### src/rtl/display_mode_sequencer_if.sv
// Converter handshake between the display mode sequencer and the
// dual-to-ASCII converter: conv_start/conv_valid, disp_load, conv_error.
interface display_mode_sequencer_if;
    logic conv_start;
    logic conv_valid;
    logic disp_load;
    logic conv_error;

    modport master (
        output conv_start,
        output disp_load,
        output conv_error,
        input  conv_valid
    );

    modport slave (
        input  conv_start,
        input  disp_load,
        input  conv_error,
        output conv_valid
    );
endinterface

### src/rtl/display_mode_sequencer.sv
// Bike computer display mode sequencer: short/long press mode stepping,
// overspeed blink with hysteresis, converter start/valid handshake.
// Ports: clock, reset_n, mode_btn, half_sec_pulse, sec_pulse, speed in;
//   mode_onehot, indicator, overspeed, clear_req, clear_mode, col, point
//   out; conv (master): conv_start, disp_load, conv_error out, conv_valid in.
// Optional macro AUTO_SCROLL_EN: advance mode after AUTO_SCROLL_SECS idle.
module display_mode_sequencer #(
    parameter int NUM_MODES           = 4,
    parameter int SPEED_W             = 7,
    parameter int OVERSPEED_THR       = 65,
    parameter int OVERSPEED_HYST      = 3,
    parameter int LONG_PRESS_HALFSECS = 6,
    parameter int CONV_TIMEOUT        = 255,
    parameter logic [NUM_MODES-1:0] COL_MASK   = 4'b0100,
    parameter logic [NUM_MODES-1:0] POINT_MASK = 4'b0011,
    parameter int AUTO_SCROLL_SECS    = 5
) (
    input  logic                 clock,
    input  logic                 reset_n,
    input  logic                 mode_btn,
    input  logic                 half_sec_pulse,
    input  logic                 sec_pulse,
    input  logic [SPEED_W-1:0]   speed,
    output logic [NUM_MODES-1:0] mode_onehot,
    output logic [NUM_MODES-1:0] indicator,
    output logic                 overspeed,
    output logic                 clear_req,
    output logic [NUM_MODES-1:0] clear_mode,
    output logic                 col,
    output logic                 point,
    display_mode_sequencer_if.master conv
);

    localparam int IDX_W  = $clog2(NUM_MODES);
    localparam int HOLD_W = $clog2(LONG_PRESS_HALFSECS + 1);
    localparam int TMR_W  = $clog2(CONV_TIMEOUT + 1);

    localparam logic [HOLD_W-1:0] HOLD_MAX  = HOLD_W'(LONG_PRESS_HALFSECS);
    localparam logic [HOLD_W-1:0] HOLD_LAST = HOLD_W'(LONG_PRESS_HALFSECS - 1);
    localparam logic [TMR_W-1:0]  TMR_LAST  = TMR_W'(CONV_TIMEOUT - 1);
    localparam logic [SPEED_W-1:0] THR_HI   = SPEED_W'(OVERSPEED_THR);
    localparam logic [SPEED_W-1:0] THR_LO   =
        SPEED_W'(OVERSPEED_THR - OVERSPEED_HYST);
    localparam logic [NUM_MODES-1:0] MODE0  = NUM_MODES'(1);

    typedef enum logic {
        IDLE = 1'b0,
        WAIT = 1'b1
    } conv_state_t;

    logic                  btn_r;
    logic                  rel_edge;
    logic                  hold_tick;
    logic [HOLD_W-1:0]     hold_cnt;
    logic                  long_q;
    logic                  adv;
    logic                  auto_adv;
    logic                  mode_chg_q;
    logic [NUM_MODES-1:0]  mode_rot;
    logic [IDX_W-1:0]      mode_idx;
    logic                  toggle;
    logic                  trigger;
    conv_state_t           state;
    logic [TMR_W-1:0]      timer;
    logic                  pending;
    logic                  pend_sec;
    logic                  entry;

    assign rel_edge  = btn_r & ~mode_btn;
    // Counting only while both the registered and live level are high
    // keeps a release cycle from sneaking in one more half-second.
    assign hold_tick = btn_r & mode_btn & half_sec_pulse &
                       (hold_cnt != HOLD_MAX);
    assign mode_rot  = {mode_onehot[NUM_MODES-2:0],
                        mode_onehot[NUM_MODES-1]};
    assign adv       = (rel_edge & ~long_q) | auto_adv;
    assign trigger   = sec_pulse | mode_chg_q | clear_req;

    always_comb begin
        mode_idx = '0;
        for (int i = 0; i < NUM_MODES; i++) begin
            if (mode_onehot[i]) begin
                mode_idx = IDX_W'(i);
            end
        end
    end

`ifdef AUTO_SCROLL_EN
    localparam int AS_W = $clog2(AUTO_SCROLL_SECS + 1);
    localparam logic [AS_W-1:0] AS_LAST = AS_W'(AUTO_SCROLL_SECS - 1);

    logic            press_edge;
    logic            as_clr;
    logic [AS_W-1:0] idle_secs;

    assign press_edge = ~btn_r & mode_btn;
    assign as_clr     = press_edge | rel_edge | clear_req;
    // The count keeps running during overspeed; only the advance is held.
    assign auto_adv   = sec_pulse & ~as_clr & ~btn_r & ~overspeed &
                        (idle_secs == AS_LAST);

    always_ff @(posedge clock or negedge reset_n) begin
        if (!reset_n) begin
            idle_secs <= '0;
        end else if (as_clr) begin
            idle_secs <= '0;
        end else if (sec_pulse) begin
            if (idle_secs == AS_LAST) begin
                idle_secs <= '0;
            end else begin
                idle_secs <= idle_secs + 1'b1;
            end
        end
    end
`else
    assign auto_adv = 1'b0;
`endif

    // Button: press timing and long-press clear request
    always_ff @(posedge clock or negedge reset_n) begin
        if (!reset_n) begin
            btn_r      <= 1'b0;
            hold_cnt   <= '0;
            long_q     <= 1'b0;
            clear_req  <= 1'b0;
            clear_mode <= '0;
        end else begin
            btn_r     <= mode_btn;
            clear_req <= 1'b0;
            if (rel_edge) begin
                hold_cnt <= '0;
                long_q   <= 1'b0;
            end else if (hold_tick) begin
                hold_cnt <= hold_cnt + 1'b1;
                if (hold_cnt == HOLD_LAST) begin
                    clear_req  <= 1'b1;
                    clear_mode <= mode_onehot;
                    long_q     <= 1'b1;
                end
            end
        end
    end

    // Mode selection
    always_ff @(posedge clock or negedge reset_n) begin
        if (!reset_n) begin
            mode_onehot <= MODE0;
            mode_chg_q  <= 1'b0;
        end else begin
            mode_chg_q <= adv;
            if (adv) begin
                mode_onehot <= mode_rot;
            end
        end
    end

    // Overspeed with hysteresis, blink toggle, indicator segments
    always_ff @(posedge clock or negedge reset_n) begin
        if (!reset_n) begin
            overspeed <= 1'b0;
            toggle    <= 1'b0;
            indicator <= '0;
        end else begin
            if (speed > THR_HI) begin
                overspeed <= 1'b1;
            end else if (speed < THR_LO) begin
                overspeed <= 1'b0;
            end
            if (!overspeed) begin
                toggle <= 1'b0;
            end else if (half_sec_pulse) begin
                toggle <= ~toggle;
            end
            indicator <= mode_onehot |
                         ({NUM_MODES{overspeed & toggle}} & ~mode_onehot);
        end
    end

    // Converter handshake; also owns col/point, which change on a start
    always_ff @(posedge clock or negedge reset_n) begin
        if (!reset_n) begin
            state           <= IDLE;
            timer           <= '0;
            pending         <= 1'b0;
            pend_sec        <= 1'b0;
            entry           <= 1'b0;
            conv.conv_start <= 1'b0;
            conv.disp_load  <= 1'b0;
            conv.conv_error <= 1'b0;
            col             <= 1'b0;
            point           <= 1'b0;
        end else begin
            conv.conv_start <= 1'b0;
            conv.disp_load  <= 1'b0;
            unique case (state)
                IDLE: begin
                    if (trigger || pending) begin
                        conv.conv_start <= 1'b1;
                        pending         <= 1'b0;
                        pend_sec        <= 1'b0;
                        entry           <= 1'b0;
                        timer           <= '0;
                        state           <= WAIT;
                        point           <= POINT_MASK[mode_idx];
                        if (!COL_MASK[mode_idx] || entry) begin
                            col <= 1'b0;
                        end else if (sec_pulse || pend_sec) begin
                            col <= ~col;
                        end
                    end
                end
                WAIT: begin
                    if (trigger) begin
                        pending <= 1'b1;
                    end
                    if (sec_pulse) begin
                        pend_sec <= 1'b1;
                    end
                    if (conv.conv_valid) begin
                        conv.disp_load <= 1'b1;
                        state          <= IDLE;
                    end else if (timer == TMR_LAST) begin
                        conv.conv_error <= 1'b1;
                        state           <= IDLE;
                    end else begin
                        timer <= timer + 1'b1;
                    end
                end
                default: state <= IDLE;
            endcase
            // A new mode always starts with the colon dark; entry holds
            // that through the first start in the new mode.
            if (adv) begin
                col   <= 1'b0;
                entry <= 1'b1;
            end
        end
    end

endmodule

### src/flat_wrapper.sv
// flat-port wrapper written by rule: the top's interface ports become plain ports
module display_mode_sequencer_flat 
#(
    parameter int NUM_MODES           = 4,
    parameter int SPEED_W             = 7,
    parameter int OVERSPEED_THR       = 65,
    parameter int OVERSPEED_HYST      = 3,
    parameter int LONG_PRESS_HALFSECS = 6,
    parameter int CONV_TIMEOUT        = 255,
    parameter logic [NUM_MODES-1:0] COL_MASK   = 4'b0100,
    parameter logic [NUM_MODES-1:0] POINT_MASK = 4'b0011,
    parameter int AUTO_SCROLL_SECS    = 5
)
  (clock, reset_n, mode_btn, half_sec_pulse, sec_pulse, speed, mode_onehot, indicator, overspeed, clear_req, clear_mode, col, point, conv_conv_start, conv_disp_load, conv_conv_error, conv_conv_valid);
  display_mode_sequencer_if conv_i ();
  input  logic clock;
  input  logic reset_n;
  input  logic mode_btn;
  input  logic half_sec_pulse;
  input  logic sec_pulse;
  input  logic [SPEED_W-1:0] speed;
  output logic [NUM_MODES-1:0] mode_onehot;
  output logic [NUM_MODES-1:0] indicator;
  output logic overspeed;
  output logic clear_req;
  output logic [NUM_MODES-1:0] clear_mode;
  output logic col;
  output logic point;
  output wire logic [$bits(conv_i.conv_start)-1:0] conv_conv_start;
  output wire logic [$bits(conv_i.disp_load)-1:0] conv_disp_load;
  output wire logic [$bits(conv_i.conv_error)-1:0] conv_conv_error;
  input wire logic [$bits(conv_i.conv_valid)-1:0] conv_conv_valid;
  assign conv_conv_start = conv_i.conv_start;
  assign conv_disp_load = conv_i.disp_load;
  assign conv_conv_error = conv_i.conv_error;
  assign conv_i.conv_valid = conv_conv_valid;
  display_mode_sequencer #(.NUM_MODES(NUM_MODES), .SPEED_W(SPEED_W), .OVERSPEED_THR(OVERSPEED_THR), .OVERSPEED_HYST(OVERSPEED_HYST), .LONG_PRESS_HALFSECS(LONG_PRESS_HALFSECS), .CONV_TIMEOUT(CONV_TIMEOUT), .COL_MASK(COL_MASK), .POINT_MASK(POINT_MASK), .AUTO_SCROLL_SECS(AUTO_SCROLL_SECS)) u_core (.clock(clock), .reset_n(reset_n), .mode_btn(mode_btn), .half_sec_pulse(half_sec_pulse), .sec_pulse(sec_pulse), .speed(speed), .mode_onehot(mode_onehot), .indicator(indicator), .overspeed(overspeed), .clear_req(clear_req), .clear_mode(clear_mode), .col(col), .point(point), .conv(conv_i));
endmodule
### config.mk
export PLATFORM = sky130hd
export DESIGN_NAME = display_mode_sequencer_flat
export DESIGN_NICKNAME = d
export VERILOG_FILES = /design/src/rtl/display_mode_sequencer_if.sv /design/src/rtl/display_mode_sequencer.sv /design/src/flat_wrapper.sv
export SDC_FILE = /design/constraint.sdc
export NUM_CORES = 1
export LEC_CHECK = 0
export CORE_UTILIZATION = 24
export CTS_CLUSTER_DIAMETER = 50
export CTS_CLUSTER_SIZE = 16
export DETAILED_ROUTE_END_ITERATION = 10
export GPL_ROUTABILITY_DRIVEN = 0
export PLACE_DENSITY = 0.49
export SLEW_MARGIN = 20
export SYNTH_ARGS = -nofsm -noshare
export SYNTH_HDL_FRONTEND = slang
export SYNTH_SLANG_ARGS = --single-unit
### constraint.sdc
create_clock -name clock -period 2 [get_ports clock]
set_input_delay 0.3 -clock clock [delete_from_list [all_inputs] [get_ports clock]]
set_output_delay 0.3 -clock clock [all_outputs]
set_load 0.02 [all_outputs]
==> flow_summary.rst, run 1 <==
.. list-table::
   :header-rows: 1

   * - Metric
     - Value
   * - Power per cell area
     - 913.5 nW/µm²
   * - Number of placed I/O pins
     - 32
   * - Unrepaired setup endpoints after global routing
     - false
   * - Insertion delay of the later-clocked pin in the worst-skew pair
     - 0.29 ns
   * - Ys Warns
     - 0
   * - Worst setup EP type
     - output pin
   * - Clk pwr share
     - 27.7%
   * - Area added between synthesis and finish
     - 30.63%
   * - Fillers
     - 665
   * - Area of the mapped netlist
     - 1650 µm²
   * - CP peak stage delay
     - 0.62 ns
   * - Hold-fix buffer count after cts
     - 0
   * - Combinational family with the most area after synthesis
     - simple AND/OR/NAND/NOR gates
   * - Final setup vio count
     - 0
   * - CP Launch Type
     - register
   * - Number of core rows
     - 29
   * - Mux share of post-synthesis cell area
     - 5.459%
   * - Peak supply drop
     - 0.3769 mV
   * - Maximum fanout along the worst path
     - 5
   * - Drt via density
     - 4.473
   * - Time the final worst path needs with I/O delays and setup
     - 1.782 ns
   * - Share of cells above drive strength 1
     - 19.34%
   * - Ordered cell list for the critical path
     - clkdlybuf4s50_1
   * - Initial antenna violation count
     - 0
   * - # port buffers
     - 30
   * - Post-CTS repair timing setup buffer count
     - 0
   * - Max Cap Violations
     - 0
   * - Final hold viol count
     - 0
   * - Final nets
     - 198
   * - Area share of xor/xnor cells in the synthesized design
     - 0.5307%
   * - Final WL
     - 3127 µm
   * - Pre-antenna DRT Iters
     - 6
   * - Final-report max-slew violation count
     - 0
   * - Die Footprint
     - 7212 µm²
   * - Final routed wire length divided by cell count
     - 12.12 µm
   * - Clock root cell
     - sky130_fd_sc_hd__clkbuf_8
   * - Worst-case headroom to the max-slew limit
     - 68.26%
   * - Final setup TNS
     - 0 ns
   * - Global-route wire length before repair
     - 5464 µm
   * - Number of inserted diodes
     - 0
   * - Max Root-Sink Buffers
     - 2
   * - Period Utilization, post-route
     - 89.12%
   * - Leading cell type in the layout, fill and taps excluded
     - sky130_fd_sc_hd__dfrtp_1
   * - CTS tree
     - built
   * - Maximum level of the CTS H-tree
     - 2
   * - Kind of cell adding the most delay to the critical path
     - buffers and inverters
   * - Int Power
     - 1371 µW
   * - Core area
     - 6495 µm²
   * - Via count of the first global-routing pass
     - 1121
   * - Highest Clock Rate
     - 0.5610 GHz
   * - Post-synth EDFFs
     - 0
   * - Post-cts gate resize count
     - 0
   * - Most used flip-flop cell after synthesis
     - sky130_fd_sc_hd__dfrtp_1
   * - Crit path setup slack, layout
     - 0.2176 ns
   * - Post-synthesis share of cell area spent on full adders, half adders and majority gates
     - 3.791%
   * - Post-DRT Antenna Nets
     - 0
   * - Total CTS buffers
     - 5
   * - Fraction of registers with async set or reset after synthesis
     - 100.0%
   * - Register share of total power
     - 48.7%
   * - Number of distinct library cells after synthesis
     - 42
   * - Flop and latch count out of synthesis
     - 38
   * - Die height
     - 84.93 µm
   * - Global routing usage summed across all routing layers
     - 10.04%
   * - Count of routing violations after the opening detailed-route iteration
     - 23
   * - Leakage
     - 0.0009750 µW
   * - Slew at the pin closest to its max-slew limit
     - 0.4761 ns
   * - Setup Skew
     - 0.004898 ns
   * - # clock sinks
     - 38
   * - Worst path buffer plus inverter count
     - 1
   * - Critical path data arrival time
     - 1.48 ns
   * - Post-route DRC violation count
     - 0
   * - Fraction of the mapped netlist area in simple logic gates
     - 16.98%
   * - Result of the run
     - complete, no violations
   * - Die width
     - 84.93 µm
   * - Mean Syn Cell Area
     - 11.79 µm²
   * - Area fraction in compound gates after synthesis
     - 12.81%
   * - Critical-path cell with the highest stage delay
     - sky130_fd_sc_hd__clkdlybuf4s50_1
   * - Clock transition at the registers of the reported paths
     - 0.08 ns
   * - Initial cell density of the core
     - 25.41%
   * - Switching power
     - 598.7 µW
   * - Detailed placement HPWL
     - 2248 µm
   * - Switching share of total power
     - 30.40%
   * - Relative contribution of combinational cells to total power
     - 23.5%
   * - Most frequent cells in the layout
     - sky130_fd_sc_hd__dfrtp_1, sky130_fd_sc_hd__clkdlybuf4s50_1, sky130_fd_sc_hd__o21ai_0
   * - Number of vias in the routed layout
     - 1154
   * - Largest net degree at the start of global routing
     - 39
   * - Crit path kind
     - reg2out
   * - Worst Setup Slack post-DPL
     - 0.1837 ns
   * - Post-Synthesis Net Count
     - 158
   * - Min-Delay Path Class
     - in2async
   * - Number of cells produced by synthesis
     - 140
   * - Required time at the worst-slack endpoint
     - 1.70 ns
   * - Global-route congestion overflow total
     - 0
   * - Sequential element share of the synthesized area
     - 57.70%
-- sequential cells by signal, summed over array words and instances (netlist names) --
name and cells:
u_core.conv.conv_error 1, u_core.overspeed 1, u_core.btn_r 1, u_core.conv.disp_load 1, u_core.hold_cnt 3, u_core.pending 1, u_core.col 1, u_core.timer 8
u_core.conv.conv_start 1, u_core.clear_req 1, u_core.mode_onehot 4, u_core.clear_mode 4, u_core.state 1, u_core.pend_sec 1, u_core.toggle 1, u_core.long_q 1
u_core.point 1, u_core.entry 1, u_core.indicator 4, u_core.mode_chg_q 1
-- metrics by stage --
step	utilization (%)	area, µm²	hold slack [ns]	total power [µW]	cells
after detailed placement	31.73	2061	0.3873	1449	250
after global placement	31.73	2061	0.3868	1444	250
final	33.19	2156	0.04186	1969	258
after floorplan	-	1650	0.004409	1245	140
after CTS	33.19	2156	0.05790	2014	258
after global routing	33.19	2156	0.07225	2106	258
-- area by class of cell --
class	instances	area, µm²	share of cell area, %
Clock buffer	6	82.58	3.831
Clock inverter	2	12.51	0.5804
Inverter	7	26.28	1.219
Multi-Input combinational cell	93	653.1	30.30
Sequential cell	38	952.2	44.17
Tap cell	77	96.34	4.469
Timing Repair Buffer	35	332.8	15.44
-- path summary, 6_finish.rpt --
path	startpoint	to	slack, ns	cells past startpoint
max reg2reg	u_core.timer[0]$_DFFE_PN0P_	u_core.timer[6]$_DFFE_PN0P_	0.30	7
max in group asynchronous	reset_n	u_core.mode_onehot[0]$_DFFE_PN1P_	1.60	2
min	reset_n	u_core.conv.conv_error$_DFFE_PN0P_	0.04	2
min reg2reg	u_core.conv.conv_error$_DFFE_PN0P_	u_core.conv.conv_error$_DFFE_PN0P_	0.45	1
min in group clock	u_core.conv.conv_error$_DFFE_PN0P_	u_core.conv.conv_error$_DFFE_PN0P_	0.45	1
max	u_core.mode_onehot[0]$_DFFE_PN1P_	mode_onehot[0]	0.22	1
-- power groups by stage --
stage                     clock (µW)  combinational, µW  sequential [µW]
after floorplan                    0                242             1000
after global placement             0                468              976
after detailed placement           0                474              975
after CTS                        576                476              961
after global routing             612                519              975
final                            546                463              960
-- Yosys cell counts, types with 2 or more instances --
| master | count | area, µm² |
|---|---|---|
| sky130_fd_sc_hd__nor2_2 | 2 | 12.51 |
| sky130_fd_sc_hd__nand4_1 | 2 | 12.51 |
| sky130_fd_sc_hd__ha_1 | 5 | 62.56 |
| sky130_fd_sc_hd__nand2_1 | 9 | 33.78 |
| sky130_fd_sc_hd__o21ai_0 | 11 | 55.05 |
| sky130_fd_sc_hd__nor2_1 | 6 | 22.52 |
| sky130_fd_sc_hd__dfrtp_1 | 37 | 925.9 |
| sky130_fd_sc_hd__a21oi_1 | 5 | 25.02 |
| sky130_fd_sc_hd__a22o_1 | 2 | 17.52 |
| sky130_fd_sc_hd__nand2b_1 | 6 | 37.54 |
| sky130_fd_sc_hd__inv_1 | 7 | 26.28 |
| sky130_fd_sc_hd__a21o_1 | 3 | 22.52 |
| sky130_fd_sc_hd__and2_1 | 2 | 12.51 |
| sky130_fd_sc_hd__nand3_1 | 6 | 30.03 |
| sky130_fd_sc_hd__mux2_2 | 8 | 90.09 |
| sky130_fd_sc_hd__or3_1 | 3 | 18.77 |
-- cells by family (layout without fill, tap and decap cells) --
logic type | after synthesis | count (layout)
AOI/OAI and AO/OA | 31 | 31
buffers and inverters | 9 | 50
xor gates and xnor gates | 1 | 1
DFF | 38 | 38
adders and majority gates | 5 | 5
and+or+nand+nor | 48 | 48
muxes | 8 | 8
-- metal layers --
layer  vias to the layer above  global-route usage, %  share of wire (%)
met3                         7                  4.572                5.2
met2                        26                  15.23                 46
li1                        569                      -                  -
met5                         -                      0                  0
met1                       552                  12.22                 46
met4                         0                  4.622                2.5
Note: power is estimated with default switching activity, not from simulation.
==> run 2, diff against run 1 <==
--- a/config.mk
+++ b/config.mk
@@ -10,8 +10,10 @@
 export CTS_CLUSTER_SIZE = 16
 export DETAILED_ROUTE_END_ITERATION = 10
 export GPL_ROUTABILITY_DRIVEN = 0
+export GPL_TIMING_DRIVEN = 0
 export PLACE_DENSITY = 0.49
 export SLEW_MARGIN = 20
 export SYNTH_ARGS = -nofsm -noshare
 export SYNTH_HDL_FRONTEND = slang
 export SYNTH_SLANG_ARGS = --single-unit
+export TNS_END_PERCENT = 30
==> run 2 against run 1 <==
Net effect: clock skew down 0.0018 ns; die area unchanged; highest routed layer unchanged; global-route usage up 0.47 points; sequential cell count unchanged; the run now ends with design-rule violations left; via count up 1.3%.
==> flow_summary.rst, run 2 (synthesis gave the netlist of run 1 again) <==
.. list-table::
   :header-rows: 1

   * - Metric
     - Value
   * - Result of the run
     - complete, but fails checks
   * - Violated checks
     - design-rule violations
   * - Maximum level of the CTS H-tree
     - 2 (unchanged)
   * - Critical path data arrival time
     - 1.48 ns (about the same)
   * - Leakage
     - 0.0009752 µW (about the same)
   * - Global-route wire length before repair
     - 5768 µm (+5.6%)
   * - Clock transition at the registers of the reported paths
     - 0.08 ns (about the same)
   * - Min-Delay Path Class
     - in2async
   * - Logic depth of the worst path, buffers included
     - 1 (unchanged)
   * - Unrepaired setup endpoints after global routing
     - false
   * - Global routing usage summed across all routing layers
     - 10.51% (+0.47 points)
   * - Hold_ws
     - 0.4277 ns (+0.3859 ns)
   * - Insertion delay of the later-clocked pin in the worst-skew pair
     - 0.30 ns (about the same)
   * - Detailed placement HPWL
     - 2301 µm (+2.4%)
   * - Max Cap Violations
     - 0 (unchanged)
   * - Initial antenna violation count
     - 0 (unchanged)
   * - Final-report max-slew violation count
     - 0 (unchanged)
   * - Maximum fanout along the worst path
     - 5 (unchanged)
   * - Final WL
     - 3307 µm (+5.8%)
   * - # port buffers
     - 30 (unchanged)
   * - Setup Skew
     - 0.003137 ns (-0.001762 ns)
   * - Max Root-Sink Buffers
     - 2 (unchanged)
   * - Slew at the pin closest to its max-slew limit
     - 0.3313 ns (-0.1449 ns)
   * - Critical-path cell with the highest stage delay
     - sky130_fd_sc_hd__clkdlybuf4s50_1
   * - Most frequent cells in the layout
     - sky130_fd_sc_hd__dfrtp_1, sky130_fd_sc_hd__clkdlybuf4s50_1, sky130_fd_sc_hd__o21ai_0
   * - Final Util
     - 33.37% (+0.17 points)
   * - Worst setup path startpoint
     - u_core.mode_onehot[0]$_DFFE_PN1P_
   * - Final routed wire length divided by cell count
     - 12.87 µm (+6.2%)
   * - CP Launch Type
     - register
   * - Die height
     - 84.93 µm (unchanged)
   * - Kind of cell adding the most delay to the critical path
     - buffers and inverters
   * - Period Utilization, post-route
     - 88.96% (-0.16 points)
   * - Reg-to-reg critical path endpoint
     - u_core.clear_mode[2]$_DFFE_PN0P_
   * - Register ranked first by flip-flop count
     - u_core.timer
   * - Core area
     - 6495 µm² (unchanged)
   * - Flop2flop setup slack
     - 0.34 ns (+0.04 ns)
   * - CP peak stage delay
     - 0.61 ns (about the same)
   * - Via count of the first global-routing pass
     - 1193 (+6.4%)
   * - Area added between synthesis and finish
     - 31.31%
   * - Total CTS buffers
     - 5 (unchanged)
   * - Worst path buffer plus inverter count
     - 1 (unchanged)
   * - Time the final worst path needs with I/O delays and setup
     - 1.779 ns (-0.003209 ns)
   * - Post-DRT Antenna Nets
     - 0 (unchanged)
   * - Peak supply drop
     - 0.2738 mV (-27%)
   * - Share of cells above drive strength 1
     - 18.33% (-1.0 points)
   * - Count of routing violations after the opening detailed-route iteration
     - 37 (+61%)
   * - Worst setup EP type
     - output pin
   * - Drt via density
     - 4.549 (+1.7%)
   * - Final setup TNS
     - 0 ns (unchanged)
   * - Power per cell area
     - 917.1 nW/µm² (+0.40%)
   * - Global-route congestion overflow total
     - 0 (unchanged)
   * - End point of the critical path
     - mode_onehot[0]
   * - Highest Clock Rate
     - 0.5620 GHz (+0.18%)
   * - Max FFs per register
     - 8 (unchanged)
   * - Register-to-Register Path Depth
     - 5 (-2)
   * - Required time at the worst-slack endpoint
     - 1.70 ns (about the same)
   * - # clock sinks
     - 38 (unchanged)
   * - Initial cell density of the core
     - 25.41% (unchanged)
   * - Number of placed I/O pins
     - 32 (unchanged)
   * - Crit path kind
     - reg2out
   * - Post-route DRC violation count
     - 1 (+1)
   * - Post-cts gate resize count
     - 0 (unchanged)
   * - Ordered cell list for the critical path
     - clkdlybuf4s50_1
   * - Die Footprint
     - 7212 µm² (unchanged)
   * - Final hold viol count
     - 0 (unchanged)
   * - Pre-antenna DRT Iters
     - 7 (+1)
   * - Number of core rows
     - 29 (unchanged)
   * - Number of vias in the routed layout
     - 1169 (+1.3%)
   * - Worst-case headroom to the max-slew limit
     - 77.92% (+9.7 points)
   * - CTS tree
     - built
   * - Final setup vio count
     - 0 (unchanged)
   * - Final nets
     - 197 (-0.51%)
   * - Largest net degree at the start of global routing
     - 27 (-31%)
   * - Leading cell type in the layout, fill and taps excluded
     - sky130_fd_sc_hd__dfrtp_1
   * - Number of inserted diodes
     - 0 (unchanged)
   * - Clock root cell
     - sky130_fd_sc_hd__clkbuf_8
   * - Startpoint of the worst register-to-register path
     - u_core.hold_cnt[0]$_DFFE_PN0P_
   * - Post-CTS repair timing setup buffer count
     - 0 (unchanged)
   * - Die width
     - 84.93 µm (unchanged)
-- run 2: stage by stage --
stage          power [µW]  std cells  area (µm²)  setup WS, ns
6_report             1988        257        2167        0.2208
5_1_grt              2121        257        2167        0.1569
4_1_cts              2021        257        2167        0.1987
3_5_place_dp         1447        248        2062        0.1684
3_3_place_gp         1435        247        2047       -0.3261
2_1_floorplan        1245        140        1650        0.5244
-- run 2: repair_timing --
| item | 4_1_cts | 5_1_grt |
|---|---|---|
| hold buffers | 1 | 0 |
| setup endpoints to repair | 0 | 0 |
| endpoints found under the hold margin | 12 | 0 |
-- run 2: worst min-delay path by stage --
stage | from | to | slack (ns) | cells after the start
floorplan | reset_n | u_core.btn_r$_DFF_PN0_ | 0.004 | 0
global placement | u_core.conv.conv_error$_DFFE_PN0P_ | u_core.conv.conv_error$_DFFE_PN0P_ | 0.44 | 1
detailed placement | reset_n | u_core.conv.conv_error$_DFFE_PN0P_ | 0.22 | 1
CTS | reset_n | u_core.timer[5]$_DFFE_PN0P_ | 0.44 | 2
global route | reset_n | u_core.clear_req$_DFF_PN0_ | 0.44 | 2
finish | reset_n | u_core.conv.conv_error$_DFFE_PN0P_ | 0.43 | 2
-- run 2: per-layer routing --
metal	up-vias	routed length (µm)	track usage [%]
met4	0	55	4.160
met2	26	1476	15.67
li1	573	-	-
met3	7	191	4.767
met1	563	1583	13.30
met5	-	0	0
-- run 2: where the power goes --
| part | switching (µW) | leakage [µW] | internal, µW |
|---|---|---|---|
| Clock | 288 | 0.0000472 | 277 |
| Sequential | 75.6 | 0.000498 | 881 |
| Combinational | 257 | 0.000430 | 208 |
-- run 2: area by class of cell --
cell class	count	area [µm²]
fill	664	4328
inverter	7	26.28
timing repair buffer	32	325.3
sequential	38	952.2
buffer	2	18.77
multi-input combinational	93	653.1
tap	77	96.34
clock buffer	6	82.58
clock inverter	2	12.51
